[src/rtl/trap_controller.sv]
// Trap entry/exit sequencer for the RV32 core: arbitrates exceptions, MRET and
// masked interrupts, captures trap CSRs, and drives flush/redirect to fetch.
module trap_controller #(
  parameter int unsigned NUM_IRQ      = 16,
  parameter logic [15:0] IRQ_EDGE     = 16'h0000,
  parameter int unsigned FLUSH_CYCLES = 2,
  parameter int unsigned MAX_NEST     = 4
) (
  input  logic               clk,
  input  logic               rst_n,
  input  logic               exc_valid,
  output logic               exc_ready,
  input  logic [4:0]         exc_code,
  input  logic [31:0]        exc_pc,
  input  logic [31:0]        exc_tval,
  input  logic [NUM_IRQ-1:0] irq_lines,
  input  logic [NUM_IRQ-1:0] irq_mask,
  input  logic               boundary_valid,
  input  logic [31:0]        boundary_next_pc,
  input  logic               mret_valid,
  input  logic [31:0]        mtvec,
  output logic               flush,
  output logic               redirect_valid,
  output logic [31:0]        redirect_pc,
  input  logic               redirect_ready,
  output logic [31:0]        mepc,
  output logic [31:0]        mcause,
  output logic [31:0]        mtval,
  output logic               mstatus_mie,
  output logic               mstatus_mpie,
  output logic [3:0]         trap_depth,
  output logic               lockup,
  output logic [NUM_IRQ-1:0] irq_pending
);

  localparam logic [NUM_IRQ-1:0] EDGE_MASK  = IRQ_EDGE[NUM_IRQ-1:0];
  localparam logic [3:0]         FLUSH_LAST = 4'(FLUSH_CYCLES - 1);
  localparam logic [3:0]         DEPTH_MAX  = 4'(MAX_NEST);

  typedef enum logic [1:0] {IDLE, FLUSH, REDIRECT, LOCKUP} state_e;

  state_e             state_q, state_d;
  logic [3:0]         cnt_q, cnt_d;
  logic [31:0]        mepc_q, mepc_d, mcause_q, mcause_d, mtval_q, mtval_d;
  logic [31:0]        rpc_q, rpc_d;
  logic               mie_q, mie_d, mpie_q, mpie_d;
  logic [3:0]         depth_q, depth_d;
  logic [NUM_IRQ-1:0] irq_prev_q, edge_pend_q, edge_pend_d;

  logic [NUM_IRQ-1:0] irq_elig, irq_clr;
  logic               irq_found;
  logic [3:0]         irq_idx;
  logic               idle, take_exc, take_mret, take_irq;
  logic [31:0]        vec_base, irq_cause, irq_target;

  // Lowest-index eligible interrupt line
  always_comb begin
    irq_found = 1'b0;
    irq_idx   = 4'd0;
    for (int i = NUM_IRQ - 1; i >= 0; i--) begin
      if (irq_elig[i]) begin
        irq_found = 1'b1;
        irq_idx   = 4'(i);
      end
    end
  end

  assign irq_pending = (edge_pend_q & EDGE_MASK) | (irq_lines & ~EDGE_MASK);
  assign irq_elig    = irq_pending & irq_mask;

  assign idle      = (state_q == IDLE);
  assign take_exc  = idle && exc_valid;
  assign take_mret = idle && !exc_valid && mret_valid;
  assign take_irq  = idle && !exc_valid && !mret_valid && boundary_valid && mie_q && irq_found;

  assign vec_base   = {mtvec[31:2], 2'b00};
  assign irq_cause  = {1'b1, 26'd0, 1'b1, irq_idx};
  assign irq_target = (mtvec[1:0] == 2'b01) ? vec_base + {25'd0, 1'b1, irq_idx, 2'b00} : vec_base;

  // Edge flops: a new rising edge wins over the clear from acceptance
  assign irq_clr     = take_irq ? (NUM_IRQ'(1) << irq_idx) : '0;
  assign edge_pend_d = ((edge_pend_q & ~irq_clr) | (irq_lines & ~irq_prev_q)) & EDGE_MASK;

  always_comb begin
    state_d  = state_q;
    cnt_d    = cnt_q;
    mepc_d   = mepc_q;
    mcause_d = mcause_q;
    mtval_d  = mtval_q;
    rpc_d    = rpc_q;
    mie_d    = mie_q;
    mpie_d   = mpie_q;
    depth_d  = depth_q;
    case (state_q)
      IDLE: begin
        if (take_exc || take_irq) begin
          if (depth_q == DEPTH_MAX) begin
            state_d = LOCKUP;
          end else begin
            state_d = FLUSH;
            cnt_d   = 4'd0;
            mpie_d  = mie_q;
            mie_d   = 1'b0;
            depth_d = depth_q + 4'd1;
            if (take_exc) begin
              mepc_d   = exc_pc;
              mcause_d = {27'd0, exc_code};
              mtval_d  = exc_tval;
              rpc_d    = vec_base;
            end else begin
              mepc_d   = boundary_next_pc;
              mcause_d = irq_cause;
              mtval_d  = 32'd0;
              rpc_d    = irq_target;
            end
          end
        end else if (take_mret) begin
          state_d = FLUSH;
          cnt_d   = 4'd0;
          mie_d   = mpie_q;
          mpie_d  = 1'b1;
          depth_d = (depth_q == 4'd0) ? 4'd0 : depth_q - 4'd1;
          rpc_d   = mepc_q;
        end
      end
      FLUSH: begin
        if (cnt_q == FLUSH_LAST) state_d = REDIRECT;
        else                     cnt_d   = cnt_q + 4'd1;
      end
      REDIRECT: begin
        if (redirect_ready) state_d = IDLE;
      end
      LOCKUP:  state_d = LOCKUP;
      default: state_d = IDLE;
    endcase
  end

  always_ff @(posedge clk or negedge rst_n) begin
    if (!rst_n) begin
      state_q     <= IDLE;
      cnt_q       <= 4'd0;
      mepc_q      <= 32'd0;
      mcause_q    <= 32'd0;
      mtval_q     <= 32'd0;
      rpc_q       <= 32'd0;
      mie_q       <= 1'b0;
      mpie_q      <= 1'b0;
      depth_q     <= 4'd0;
      irq_prev_q  <= '0;
      edge_pend_q <= '0;
    end else begin
      state_q     <= state_d;
      cnt_q       <= cnt_d;
      mepc_q      <= mepc_d;
      mcause_q    <= mcause_d;
      mtval_q     <= mtval_d;
      rpc_q       <= rpc_d;
      mie_q       <= mie_d;
      mpie_q      <= mpie_d;
      depth_q     <= depth_d;
      irq_prev_q  <= irq_lines;
      edge_pend_q <= edge_pend_d;
    end
  end

  assign exc_ready      = (state_q == IDLE);
  assign flush          = (state_q == FLUSH) || (state_q == LOCKUP);
  assign redirect_valid = (state_q == REDIRECT);
  assign lockup         = (state_q == LOCKUP);
  assign redirect_pc    = rpc_q;
  assign mepc           = mepc_q;
  assign mcause         = mcause_q;
  assign mtval          = mtval_q;
  assign mstatus_mie    = mie_q;
  assign mstatus_mpie   = mpie_q;
  assign trap_depth     = depth_q;

endmodule

[config.mk]
export PLATFORM = sky130hd
export DESIGN_NAME = trap_controller
export DESIGN_NICKNAME = d
export VERILOG_FILES = /design/src/rtl/trap_controller.sv
export SDC_FILE = /design/constraint.sdc
export NUM_CORES = 1
export LEC_CHECK = 0
export CAP_MARGIN = 30
export CORE_MARGIN = 8
export CORE_UTILIZATION = 25
export DETAILED_ROUTE_END_ITERATION = 8
export HOLD_SLACK_MARGIN = 0.1
export SYNTH_ARGS = -nofsm -noshare
export SYNTH_HDL_FRONTEND = slang
export SYNTH_SLANG_ARGS = --single-unit
[constraint.sdc]
create_clock -name clk -period 2.09 [get_ports clk]
set_input_delay 0.5225 -clock clk [delete_from_list [all_inputs] [get_ports clk]]
set_output_delay 0.5225 -clock clk [all_outputs]
set_load 0.02 [all_outputs]
; ---- Word-level counts from Yosys, hierarchy flattened
; Index checks and enable logic that the tools add are counted.
; Widths: inputs -> output; s select.
[totals]
register_bits = 140
input_bits = 171
out_inout_bits = 154
elab_cells = 107
[op_classes]
addsub = 4
n_eq_ne = 12
mux = 61
bitwise_logic = 2
n_reduce_logical = 19
[ops]
columns = operator, count
row1 = $mux 32, 8
row2 = $mux 4, 24
row3 = $add 32x7->32, 1
row4 = $mux 1, 22
row5 = $and 16x16->16, 1
row6 = $mux 2, 5
row7 = $reduce_and 3->1, 3
row8 = $add 4x1->4 const B, 2
row9 = $pmux 2 s4, 1
row10 = $pmux 4 s2, 1
row11 = $logic_and 1x1->1, 7
row12 = $ne 2x2->1 const B, 3
row13 = $eq 2x1->1 const B, 2
row14 = $eq 2x2->1 const B, 2
row15 = $eq 4x1->1 const B, 1
row16 = $eq 4x3->1 const B, 1
row17 = $logic_not 4->1, 1
row18 = $reduce_and 4->1, 1
row19 = $reduce_bool 2->1, 2
row20 = $sub 4x1->4 const B, 1
row21 = $ne 3x1->1 const B, 1
row22 = $ne 3x3->1 const B, 1
row23 = $logic_not 1->1, 2
row24 = $logic_not 2->1, 1
row25 = 3 further kinds, 4

; ---- Logic depth before layout (Yosys ltp)
; Gate-level depths: netlist (run 1).
[logic_depth]
depth_word = 22
mapped_depth = 14

; ---- Worst setup path before layout (run 1)
; No wires, ideal clock.
[synth_path]
kind = input -> register
start = input irq_lines[14]
end = register rpc_q[20] (netlist: redirect_pc[20])
setup_time_ps = 83
arrival_time_ps = 2629
required_time_ps = 2007
path_slack_ps = -622
path_stages = 14
n_path_buf = 1
path_cell_list = and2_1 -> o211ai_1 -> a22oi_1 -> o211ai_1 -> a21o_1 -> ha_1 -> fa_1 -> a21oi_1 -> o21ai_0 -> clkbuf_1 -> nand4b_1 -> xnor2_1 -> nor2_1 -> o21ai_0
[synth_between]
elab_chain_cells = 21
[synth_lines]
columns = item, line
row1 = start: declaration, 16  ; input logic [NUM_IRQ-1:0] irq_lines,
row2 = $and 16x16->16 (*), 69  ; assign irq_elig = irq_pending & irq_mask;
row3 = $mux 4 (15 in series), 61  ; if (irq_elig[i]) begin
row4 = $add 32x7->32, 78  ; assign irq_target = (mtvec[1:0] == 2'b01) ? vec_base + {25'd0, 1'b1, irq_idx, 2'b00} : vec_base;
row5 = $mux 32, 78
row6 = $mux 32, 105  ; if (take_exc) begin
row7 = $mux 32, 97  ; if (depth_q == DEPTH_MAX) begin
row8 = $mux 32, 96  ; if (take_exc || take_irq) begin
row9 = end signal: assignment, 157  ; rpc_q <= rpc_d;
row10 = end: declaration, 45  ; logic [31:0] rpc_q, rpc_d;
; Every way passes the cells marked *; elsewhere a longest branch is shown, timed or not. The select of a mux whose other input is x is not followed.
; A chain may end at the register's enable or synchronous reset.

; ---- Worst setup path in the final report (run 1)
[layout_path]
start = input irq_mask[14]
end = register rpc_q[25] (netlist: redirect_pc[25])
[layout_between]
elab_chain_cells = 21
[layout_lines]
columns = item, line
row1 = start: declaration, 17  ; input logic [NUM_IRQ-1:0] irq_mask,
row2 = $and 16x16->16 (*), 69
row3 = $mux 4 (15 in series), 61
row4 = $add 32x7->32, 78
row5 = $mux 32, 78
row6 = $mux 32, 105
row7 = $mux 32, 97
row8 = $mux 32, 96
; Marks and branches as above.

==> run metrics, run 1 <==
fillers=around 2,300; Synth Flop Type=dfrtp_1; layout cell share with drive strength beyond 1=0.293; CTS sink count=114; Sw Share=0.410; setup violators final=56; final number of hold-violating endpoints=0; Commonest cells post-synth=123 x nand2_1, 114 x dfrtp_1, 65 x nor2_1; Reg power frac=0.248; DR iter-0 viols=~330; cell area after layout=between 10,000 and 15,000 um2; Yosys top cell by area=dfrtp_1; MaxCap Viol Count=0; Core ar.=about 25,000 um2; largest net degree at the start of global routing=43; worst-path cell chain=buf_6 -> buf_6 -> a22o_4 -> a31oi_2 -> o21ai_2 -> nand2_2 -> a21oi_4 -> ha_4 -> a211oi_4 -> o21ai_4 -> buf_6 -> and3_4 -> buf_6 -> nand3_2 -> xor2_1 -> a21oi_1; Hold Slack=0.480 ns; Worst Path Required=between 2 and 2.5 ns; power share of the clock group=0.182; maximum VDD drop=approximately 0.6 mV; unrepaired setup endpoints after global routing=true; Cell variety after synth=61; startpoint types=input pin; Num CTS Buffers=17; Most Used Layer, Global Route=met2; first-pass detailed-route iteration total=4; GR Overflow Total=0; die width=176 um; grt met1 use=0.209; Routed Antenna Nets=0; Synth Register Bits=114; Setup TNS=-10.41 ns; clock-pin slew on the worst setup and hold paths=approximately 0.06 ns; crit path setup slack, layout=-0.414 ns; met3 usage=0.0607; Sw Pwr=6.82 mW; Max stage delay on crit path=0.29 ns; Mean Syn Cell Area=9.03 um2; Critical Path AT=around 2.8 ns; Inst Count DP=roughly 1,400; GR Util met2=0.297; post-synthesis cell count=approximately 710; Placement Cell Area=approximately 11,000 um2; initial core utilization=0.254; combinational share of power=0.571; chip height=between 150 and 200 um; post-DR vias/cell=4.69; status=finished with violations; synthesized area=roughly 6400 um2; failing checks=setup timing; vias in the first global route=about 7,300; total power=roughly 17 mW; Worst Path Class, Setup=input pin to flip-flop; area delta synth->final=92.0%; fmax=~400 MHz; fin util=0.488; Buffers on Ports=between 200 and 300; htree depth=4; worst hold path type=flip-flop to flip-flop; final wirelength=around 28,000 um; DR DRC count=0; Clock Skews=around 0.011 ns; number of synthesized flops with an enable pin=0; RD Place Congestion=approximately 0.81; leakage power=5.19 nW; Slew Limit Fails=0; most frequent CP cell=buf_6; CTS Buffer Depth=2; drt wl/cell=19.4 um; Synth Warn #=0; GRT Total Usage=0.177; power density cells=~1400 nW/um2; Ports=between 300 and 400; sequential area share after synthesis=0.445; CTS tree=built; initial antenna violation count=3; Slowest-stage cell, CP=a211oi_4; Worst-Skew Late Latency=0.42 ns; Period Utilization, post-route=1.20; die area=31,000 um2; area occupied by multi-input gates=roughly 3900 um2; Synth top area share=0.445; largest fanout on the critical path=5; pre-CTS worst setup slack=-1.42 ns; first-pass GRT wire length=around 43,000 um; Final #Nets=~1,300; DP HPWL=20,400 um; via count=between 6,000 and 7,000; Post-Layout Cell Count=roughly 1,500; Synth area leaders=dfrtp_1 45%, nand2_1 7.2%, a22o_1 5.9%; count leader, synth=nand2_1; P_int=a little under 10 mW; asr flop ratio synth=1.00; Cell Rows=58; Setup crit end kind=flip-flop; min Tclk post-route=2.50 ns; area occupied by registers=roughly 2900 um2; root buffer cell=clkbuf_16
## cells in the final DEF, fill, tap and decap left out, types with 5 or more instances in the layout
cell type	n
a31oi_4	8
dlygate4sd2_1	17
buf_4	102
a22oi_2	5
clkdlybuf4s15_1	5
conb_1	26
o21ai_1	32
a21oi_1	8
o22ai_1	11
xnor2_1	14
ha_1	6
clkinv_4	6
a31oi_1	30
o21ai_0	11
nor2_2	14
a22o_1	39
nand2_2	8
nor2_4	15
nand4_1	13
inv_1	7
buf_8	6
nand2_1	112
dfrtp_1	113
nand3_1	6
xor2_1	7
mux2i_1	6
buf_2	6
ha_4	6
nand3_2	11
buf_6	35
clkdlybuf4s50_1	255
buf_12	11
clkbuf_16	18
nor2_1	37
## what timing repair did
item,4_1_cts,5_1_grt
buffers inserted,26,7
cloned,10,1
gates resized for setup,183,107
endpoints found under the hold margin,31,0
pin swaps,82,73
setup endpoints to repair,136,119
hold buffers,1,0
## power by group through the flow
stage | sequential, mW | combinational (mW) | clock (mW)
floorplan | 5.20 | 2.91 | 0
CTS | 4.08 | 9.21 | 3.12
detailed placement | 4.06 | 8.26 | 0
global route | 4.27 | 10.1 | 3.20
global placement | 4.04 | 8.22 | 0
finish | 4.12 | 9.49 | 3.02
## worst max-delay path, delay by kind of cell
family                     cells  cell delay, ns
xor gates and xnor gates       1            0.18
and+or+nand+nor                3            0.32
AOI/OAI and AO/OA              7            1.12
buffers and inverters          4            0.44
adders and majority gates      1            0.23
## state kept, by name, indices dropped and copies added, names as in the netlist
register      count
cnt_q             4
mtval            32
mcause            6
redirect_pc      32
trap_depth        4
mstatus_mpie      1
state_q           2
mepc             32
mstatus_mie       1
## kinds of logic (layout without fill, tap and decap cells)
logic type               after synthesis  in the layout  synth area share
other                                  1             28          0.000586
AND/OR/NAND/NOR                      263            263             0.188
adder cells (fa/ha/maj)               14             14            0.0285
flip-flops                           114            114             0.445
buffers and inverters                 92            492            0.0864
multiplexers                           7              7            0.0111
XOR/XNOR                              26             26            0.0356
AO/OA/AOI/OAI                        192            193             0.205
## routing by layer
layer | wire length [um] | vias to the layer above
met5 | 10 | -
met4 | 665 | 2
met3 | 2100 | 40
met2 | 13800 | 234
met1 | 11800 | 3303
li1 | - | 3305
## path summary, 6_finish.rpt
check | from | end | slack (ns) | cells past startpoint
hold reg to reg | mcause[0] | mcause[0] | 0.48 | 2
hold / removal | mcause[0] | mcause[0] | 0.48 | 2
setup reg to reg | trap_depth[0] | redirect_pc[11] | -0.05 | 10
min in group asynchronous | rst_n | mtval[30] | 0.59 | 2
setup / recovery | irq_mask[14] | redirect_pc[25] | -0.41 | 16
max in group asynchronous | rst_n | redirect_pc[19] | 0.87 | 3
## cell type report
class                   count  area share
flip-flops and latches    114       0.232
inverters                   9     0.00275
clock inverters            14      0.0148
clock buffers              18      0.0349
multi-input cells         529       0.318
well taps                 330      0.0336
diodes                      2    0.000407
repair buffers            451       0.363
Power figures use the tool's default switching activity.
==> inputs of run 2 (changes only) <==
- RECOVER_POWER: default -> 50
==> run metrics, run 2 (synthesized netlist as in run 1, its figures left out) <==
setup violators final=56; startpoint types=input pin; first-pass detailed-route iteration total=6; Sw Share=0.410; WHS Path Cells=2; P_int=a little under 10 mW; DR iter-0 viols=between 300 and 400; Reg-to-Reg End=mstatus_mpie; largest net degree at the start of global routing=between 40 and 50; htree depth=4; Slew @ Worst Pin=about 0.8 ns; Critical Path AT=approximately 2.8 ns; die area=around 31,000 um2; most frequent cells in the layout=255 x clkdlybuf4s50_1, 113 x dfrtp_1, 112 x nand2_1; MaxCap Viol Count=0; Period Utilization, post-route=1.20; Clock Skews=between 0.01 and 0.015 ns; GRT Total Usage=0.177; chip height=about 180 um; Worst Path Required=between 2 and 2.5 ns; relative slew slack=0.467; clock-pin slew on the worst setup and hold paths=0.06 ns; drt wl/cell=between 15 and 20 um; Slowest-stage cell, CP=a211oi_4; initial antenna violation count=3; DR DRC count=0; root buffer cell=clkbuf_16; CTS sink count=between 100 and 150; CTS tree=built; total power=about 17 mW; initial core utilization=0.254; crit path setup slack, layout=-0.414 ns; Worst Path Class, Setup=input pin to flip-flop; post-DR vias/cell=4.69; Post-Layout Cell Count=approximately 1,500; Cell Rows=58; layout cell share with drive strength beyond 1=0.293; worst hold path startpoint=mcause[0]; Slew Limit Fails=0; reg2reg path depth=11; worst-path cell chain=buf_6 -> buf_6 -> a22o_4 -> a31oi_2 -> o21ai_2 -> nand2_2 -> a21oi_4 -> ha_4 -> a211oi_4 -> o21ai_4 -> buf_6 -> and3_4 -> buf_6 -> nand3_2 -> xor2_1 -> a21oi_1; fmax=about 400 MHz; Hold Path End=mcause[0]; Core ar.=25,200 um2; commonest non-fill, non-tap cell in the layout=clkdlybuf4s50_1; Setup TNS=-10.43 ns; Max stage delay on crit path=slightly below 0.3 ns; GR Overflow Total=0; reg2reg setup slack=-0.04 ns; power share of the clock group=0.182; Num CTS Buffers=17; most frequent CP cell=buf_6; Inst Count DP=~1,400; Reg power frac=0.248; via count=roughly 7,000; maximum VDD drop=0.604 mV; leakage power=5.17 nW; Buffers & Inverters on Critical Path=4; Crit path max-delay family=compound AO/OA/AOI/OAI gates; Sw Pwr=around 6.8 mW; CTS Buffer Depth=2; status=finished with violations; worst hold path type=flip-flop to flip-flop; min Tclk post-route=roughly 2.5 ns; RD Place Congestion=~0.8; R2R Path Start=trap_depth[0]; power density cells=1360 nW/um2; final wirelength=28,400 um; area delta synth->final=91.5%; largest fanout on the critical path=5; unrepaired setup endpoints after global routing=true; die width=roughly 180 um; Buffers on Ports=between 200 and 300; failing checks=setup timing; vias in the first global route=~7,300; combinational share of power=0.570; first-pass GRT wire length=between 40,000 and 50,000 um; Final #Nets=1,307; Worst-Skew Late Latency=about 0.42 ns; Routed Antenna Nets=0; final number of hold-violating endpoints=0; Setup crit end kind=flip-flop; Ports=roughly 330; DP HPWL=between 20,000 and 25,000 um
==> run 2: cell count changes in the layout (fill, tap and decap cells not counted), sizes merged <==
cell | previous run | this run
buf | 164 | 163
clkbuf | 23 | 25
dlymetal6s2s | 4 | 3
==> run 2: worst min-delay path, delay by kind of cell (launching register included) <==
family             cells  cell delay (ns)
DFF                    1             0.34
and+or+nand+nor        1             0.05
AOI/OAI and AO/OA      1             0.06
==> run 2: repair_timing <==
action | CTS | global route
setup endpoints to repair | 136 | 119
setup buffers | 26 | 7
pin swaps | 82 | 73
gates cloned | 10 | 1
hold buffers | 1 | 0
endpoints found under the hold margin | 31 | 0
gates resized for setup | 183 | 107
==> run 2: through the flow <==
stage	hold WS (ns)	util	instance area [um2]	setup slack [ns]
2_1_floorplan	0.227	-	6610	-0.501
3_3_place_gp	0.461	0.418	10500	-1.44
3_5_place_dp	0.471	0.418	10500	-1.42
4_1_cts	0.484	0.473	11900	-0.425
5_1_grt	0.499	0.487	12300	-0.530
6_report	0.482	0.487	12300	-0.414
==> run 2: worst max path at each step <==
stage               slack (ns)         endpoint          start  depth (start not counted)
floorplan                -0.50  redirect_pc[20]  irq_lines[14]                         14
global placement         -1.44  redirect_pc[12]  irq_lines[11]                         14
detailed placement       -1.42  redirect_pc[16]   irq_mask[11]                         14
CTS                      -0.43  redirect_pc[17]   irq_mask[14]                         15
global route             -0.53  redirect_pc[24]   irq_mask[14]                         15
finish                   -0.41  redirect_pc[25]   irq_mask[14]                         16
==> run 2: cell type report <==
cell class / count / area, um2
Fill cell: 2350 / 12900
Timing Repair Buffer: 451 / 4430
Multi-Input combinational cell: 529 / 3920
Sequential cell: 114 / 2850
Clock buffer: 18 / 429
Tap cell: 330 / 413
Clock inverter: 14 / 181
Inverter: 9 / 33.8
Antenna cell: 2 / 5.00
==> run 2: power by group through the flow <==
stage                     logic (mW)  registers [mW]  clock network [mW]
after floorplan                 2.91            5.20                   0
after global placement          8.22            4.04                   0
after detailed placement        8.26            4.06                   0
after CTS                       9.21            4.08                3.12
after global routing            10.1            4.27                3.20
final                           9.48            4.12                3.03
==> run 2: metal layers <==
metal / vias to the layer above / track usage / routed length (um) / part of all wire
met4: 2 / 0.0586 / 675 / 0.024
met5: - / 0 / 10 / 0.00035
li1: 3306 / - / - / -
met2: 240 / 0.297 / 13800 / 0.49
met3: 42 / 0.0607 / 2080 / 0.073
met1: 3288 / 0.209 / 11900 / 0.42
